[config.mk]
export PLATFORM = sky130hd
export DESIGN_NAME = stack_reverser
export DESIGN_NICKNAME = d
export VERILOG_FILES = /design/src/rtl/stack_reverser.sv
export SDC_FILE = /design/constraint.sdc
export NUM_CORES = 1
export LEC_CHECK = 0
export BUFFER_PORTS_ARGS = -buffer_cell sky130_fd_sc_hd__buf_2
export CORE_AREA = 2 2 39 41
export CTS_BUF_LIST = sky130_fd_sc_hd__clkbuf_4 sky130_fd_sc_hd__clkbuf_8 sky130_fd_sc_hd__clkbuf_16
export CTS_CLUSTER_DIAMETER = 100
export CTS_CLUSTER_SIZE = 40
export DETAILED_ROUTE_END_ITERATION = 8
export DIE_AREA = 0 0 41 43
export GPL_ROUTABILITY_DRIVEN = 0
export GPL_TIMING_DRIVEN = 0
export HOLD_SLACK_MARGIN = 0.08
export PLACE_DENSITY = 0.73
export SLEW_MARGIN = 20
export SYNTH_ARGS = -nofsm -noshare
export SYNTH_HDL_FRONTEND = slang
export SYNTH_SLANG_ARGS = --single-unit
[constraint.sdc]
create_clock -name clk -period 3.15 [get_ports clk]
set_input_delay 0.4725 -clock clk [delete_from_list [all_inputs] [get_ports clk]]
set_output_delay 0.4725 -clock clk [all_outputs]
set_load 0.02 [all_outputs]
[src/rtl/stack_reverser.sv]
// Frame reverser that drives an external LIFO through its push/pop port.
// Optional protocol checker on err is enabled by defining STACK_REVERSER_CHECK_EN.
module stack_reverser #(
  parameter int unsigned WIDTH = 4,
  parameter int unsigned DEPTH = 8
) (
  input  logic             clk,
  input  logic             rstn,
  input  logic [WIDTH-1:0] in_data,
  input  logic             in_valid,
  input  logic             in_last,
  output logic             in_ready,
  output logic [WIDTH-1:0] out_data,
  output logic             out_valid,
  output logic             out_last,
  input  logic             out_ready,
  output logic             stk_push,
  output logic             stk_pop,
  output logic [WIDTH-1:0] stk_din,
  input  logic [WIDTH-1:0] stk_dout,
  input  logic             stk_full,
  input  logic             stk_empty,
  output logic             busy,
  output logic             err
);

  localparam int unsigned CW = $clog2(DEPTH) + 1;
  localparam logic [CW-1:0] DepthC = CW'(DEPTH);
  localparam logic [CW-1:0] OneC   = CW'(1);

  typedef enum logic [1:0] {StFill, StPop, StEmit} state_e;

  state_e        state_q, state_d;
  logic [CW-1:0] count_q, count_d;
  logic          seg_last_q, seg_last_d;
  logic          accept, out_fire;

  assign accept   = in_valid & in_ready;
  assign out_fire = out_valid & out_ready;

  always_ff @(posedge clk or negedge rstn) begin
    if (!rstn) begin
      state_q    <= StFill;
      count_q    <= '0;
      seg_last_q <= 1'b0;
    end else begin
      state_q    <= state_d;
      count_q    <= count_d;
      seg_last_q <= seg_last_d;
    end
  end

  always_comb begin
    state_d    = state_q;
    count_d    = count_q;
    seg_last_d = seg_last_q;
    unique case (state_q)
      StFill: begin
        if (accept) begin
          count_d = count_q + OneC;
          if (in_last) begin
            seg_last_d = 1'b1;
            state_d    = StPop;
          end else if (count_q + OneC == DepthC) begin
            seg_last_d = 1'b0;
            state_d    = StPop;
          end
        end
      end
      StPop: state_d = StEmit;
      StEmit: begin
        if (out_fire) begin
          count_d = count_q - OneC;
          if (count_q == OneC) begin
            state_d    = StFill;
            seg_last_d = 1'b0;
          end else begin
            state_d = StPop;
          end
        end
      end
      default: state_d = StFill;
    endcase
  end

  // Every output is gated by rstn so the block is fully silent while held in reset.
  always_comb begin
    in_ready  = rstn & (state_q == StFill) & (count_q < DepthC);
    stk_push  = in_ready & in_valid;
    stk_din   = stk_push ? in_data : '0;
    stk_pop   = rstn & (state_q == StPop);
    out_valid = rstn & (state_q == StEmit);
    out_data  = out_valid ? stk_dout : '0;
    out_last  = out_valid & seg_last_q & (count_q == OneC);
    busy      = rstn & ((count_q != '0) | (state_q != StFill));
  end

`ifdef STACK_REVERSER_CHECK_EN
  logic err_q, chk_fail;

  // In EMIT the stack already holds one word fewer than count, so the
  // full-vs-count rule is only meaningful in FILL and POP.
  assign chk_fail = ((state_q == StFill) & stk_full & (count_q < DepthC)) |
                    ((state_q == StPop) & stk_empty) |
                    ((state_q != StEmit) & ~stk_full & (count_q == DepthC));

  always_ff @(posedge clk or negedge rstn) begin
    if (!rstn) err_q <= 1'b0;
    else       err_q <= err_q | chk_fail;
  end

  assign err = err_q;
`else
  logic unused_chk;
  assign unused_chk = stk_full ^ stk_empty;
  assign err        = 1'b0;
`endif

endmodule

==> impl_metrics.json <==
{
  "status": "completed",
  "area_growth_pct": 32.97,
  "port_buffers": 26,
  "ioPinCount": 30,
  "synth_top_area_share_pct": 30.37,
  "dieArea_um2": 1763,
  "cts_tree": "done",
  "route.detailed.drc": 0,
  "crit_chain": "dlygate4sd3_1 > buf_2 > nand2_1 > nor3b_1 > and2_1 > buf_2",
  "cts_root_buf": "clkbuf_4",
  "ctsLongestPathBuffers": 2,
  "grt_pass1_wl_um": 1863,
  "cpPeakStageDelay_ps": 520,
  "syn_nets": 87,
  "fin_nets": 119,
  "rows": 14,
  "via_count": 571,
  "fin_crit_ps": 2566,
  "cts.sinks": 7,
  "grt_max_degree": 17,
  "die_width_um": 41,
  "whs_path_depth": 1,
  "p_leak_nw": 0.4213,
  "cts_made_buffers": 3,
  "wl_met2_um": 624,
  "cp.buffers_inverters": 3,
  "synth_area_leaders": "dfrtp_1, ha_1, and2_1",
  "r2r_slack_ps": 1390,
  "die_y_um": 43,
  "wl_met3_um": 85,
  "yosys_warnings": 0,
  "layout_common_cells": "buf_2, nand2_1, dfrtp_1, nor2_1, and2_1",
  "critPathKind": "in2out",
  "grt_setup_unrepaired": "no",
  "fillers": 134,
  "crit_top_cell": "buf_2",
  "slew_violations": 0,
  "globalRouteTotalUtil_pct": 16.18,
  "top_layer_used": "met4",
  "syn-cell-area_um2": 576.8,
  "required_ps": 2680,
  "met1_length_um": 543,
  "hold-path-endpoint": "seg_last_q",
  "min_path_type": "reg2reg",
  "drt-pass1-iter-count": 3,
  "r2r_end": "seg_last_q",
  "place_ws_ps": 1087,
  "ys_seq_elements": 7,
  "avgSynthCellArea_um2": 8.482,
  "yosysTopAreaCell": "dfrtp_1",
  "fin_crit_sh_pct": 81.46,
  "ys_types": 32,
  "start_util_pct": 41.68,
  "grt_pass1_vias": 445,
  "totalWireLength_um": 1278,
  "worstPathMaxFanout": 16,
  "rr_worst_depth": 5,
  "skew_ps": 12.95,
  "cap_violations": 0,
  "r2r-start": "state_q[1]",
  "post_drt_wl_per_cell_um": 11.11,
  "syn_inst": 68,
  "endpoint_kind": "primary output",
  "core_area_um2": 1384,
  "final_common_cell": "buf_2",
  "drive_gt1_share_pct": 35.35,
  "ant_nets": 0,
  "crit_slowest_cell": "dlygate4sd3_1",
  "htreeDepth": 1,
  "setup-tns-final_ps": 0,
  "fmax_mhz": 389.7,
  "hold_viol": 0,
  "setup_violations": 0,
  "peakVddDrop_mv": 0.5413,
  "arrival_ps": 2090,
  "p_per_area_nw_per_um2": 824.3,
  "start_kind": "primary input",
  "crit_family": "buffers and inverters",
  "vias_per_cell": 4.965,
  "dp_hpwl_um": 961.8,
  "clock_latency_ps": 260,
  "antenna_found_initial": 0,
  "diodes": 0,
  "seq_area_frac_synth_pct": 30.37,
  "setup_slack_ps": 584.0,
  "hold_start": "seg_last_q",
  "grt_overflow": 0,
  "path_clk_slew_ps": 60,
  "drt_iter0_drc": 3
}
## repair_timing
action / in CTS / in global routing
hold buffers: 1 / 0
resized for setup: 0 / 0
hold endpoints to repair: 3 / 0
setup buffers: 0 / 0
## metal layers
layer / global-route usage (%) / up-vias
li1: - / 291
met1: 18.42 / 259
met2: 24.06 / 17
met3: 9.424 / 4
met4: 6.000 / 0
met5: 0 / -
## through the flow
step	util, %	instances	power [mW]	hold slack [ps]	instance area (um2)
global placement	52.53	110	0.5235	362.0	726.9
CTS	55.43	115	0.6380	503.0	767.0
finish	55.43	115	0.6322	503.8	767.0
detailed placement	52.53	110	0.5386	362.1	726.9
global route	55.43	115	0.6928	505.4	767.0
floorplan	-	68	0.4425	176.9	576.8
## worst max path at each step
stage                     startpoint    endpoint  slack [ps]  depth (start not counted)
final                           rstn  stk_din[0]         580                          6
after global routing            rstn  stk_din[2]         390                          6
after CTS                       rstn  stk_din[2]         550                          6
after detailed placement        rstn  stk_din[2]        1090                          5
after global placement          rstn  stk_din[1]        1140                          5
after floorplan           state_q[1]  stk_din[0]         980                          5
## sequential cells by signal, summed over array words and instances, names as in the netlist
register and count:
seg_last_q 1, count_q 4, state_q 2
## cells by family (layout without fill, tap and decap cells)
family | after synthesis | count (layout) | synth area share [%]
xor+xnor | 4 | 4 | 6.075
flops | 7 | 7 | 30.37
other cells | 1 | 1 | 0.6501
simple gates | 33 | 33 | 32.11
compound gates | 10 | 10 | 11.93
buf+inv | 7 | 38 | 6.507
fa+ha+maj | 4 | 4 | 8.677
mux | 2 | 2 | 3.688
## cell type report
class	count	area [um2]	share of cell area [%]
multi-input cells	54	364.1	47.47
inverters	4	15.01	1.958
plain buffers	3	22.52	2.936
well taps	16	20.02	2.610
clock buffers	4	30.03	3.915
flip-flops and latches	7	175.2	22.84
repair buffers	27	140.1	18.27
## report_power, final
| part | switching [mW] | leakage [nW] | internal (mW) |
|---|---|---|---|
| clock network | 0.0364 | 0.0184 | 0.0571 |
| logic | 0.204 | 0.316 | 0.150 |
| registers | 0.0516 | 0.0872 | 0.132 |
## synth_stat cells
cell type and number:
xor2_1 2, nand2_1 7, and4_1 1, and2_1 5, nor3b_1 1, mux2i_1 1
buf_6 1, mux2_2 1, a31oi_1 1, ha_1 4, or3b_4 1, dfrtp_1 7
conb_1 1, inv_1 4, and3b_1 1, a21oi_1 2, nor4b_1 1, nand2b_1 1
clkbuf_1 1, o21ai_0 2, nor2_1 5, nand3_1 2, and3_1 4, a221oi_2 1
a21o_1 1, nor2b_1 2, xnor2_1 2, o21ai_1 1, a21boi_0 1, buf_4 1
nor3_1 2, o211ai_1 1
Power figures use the tool's default switching activity.
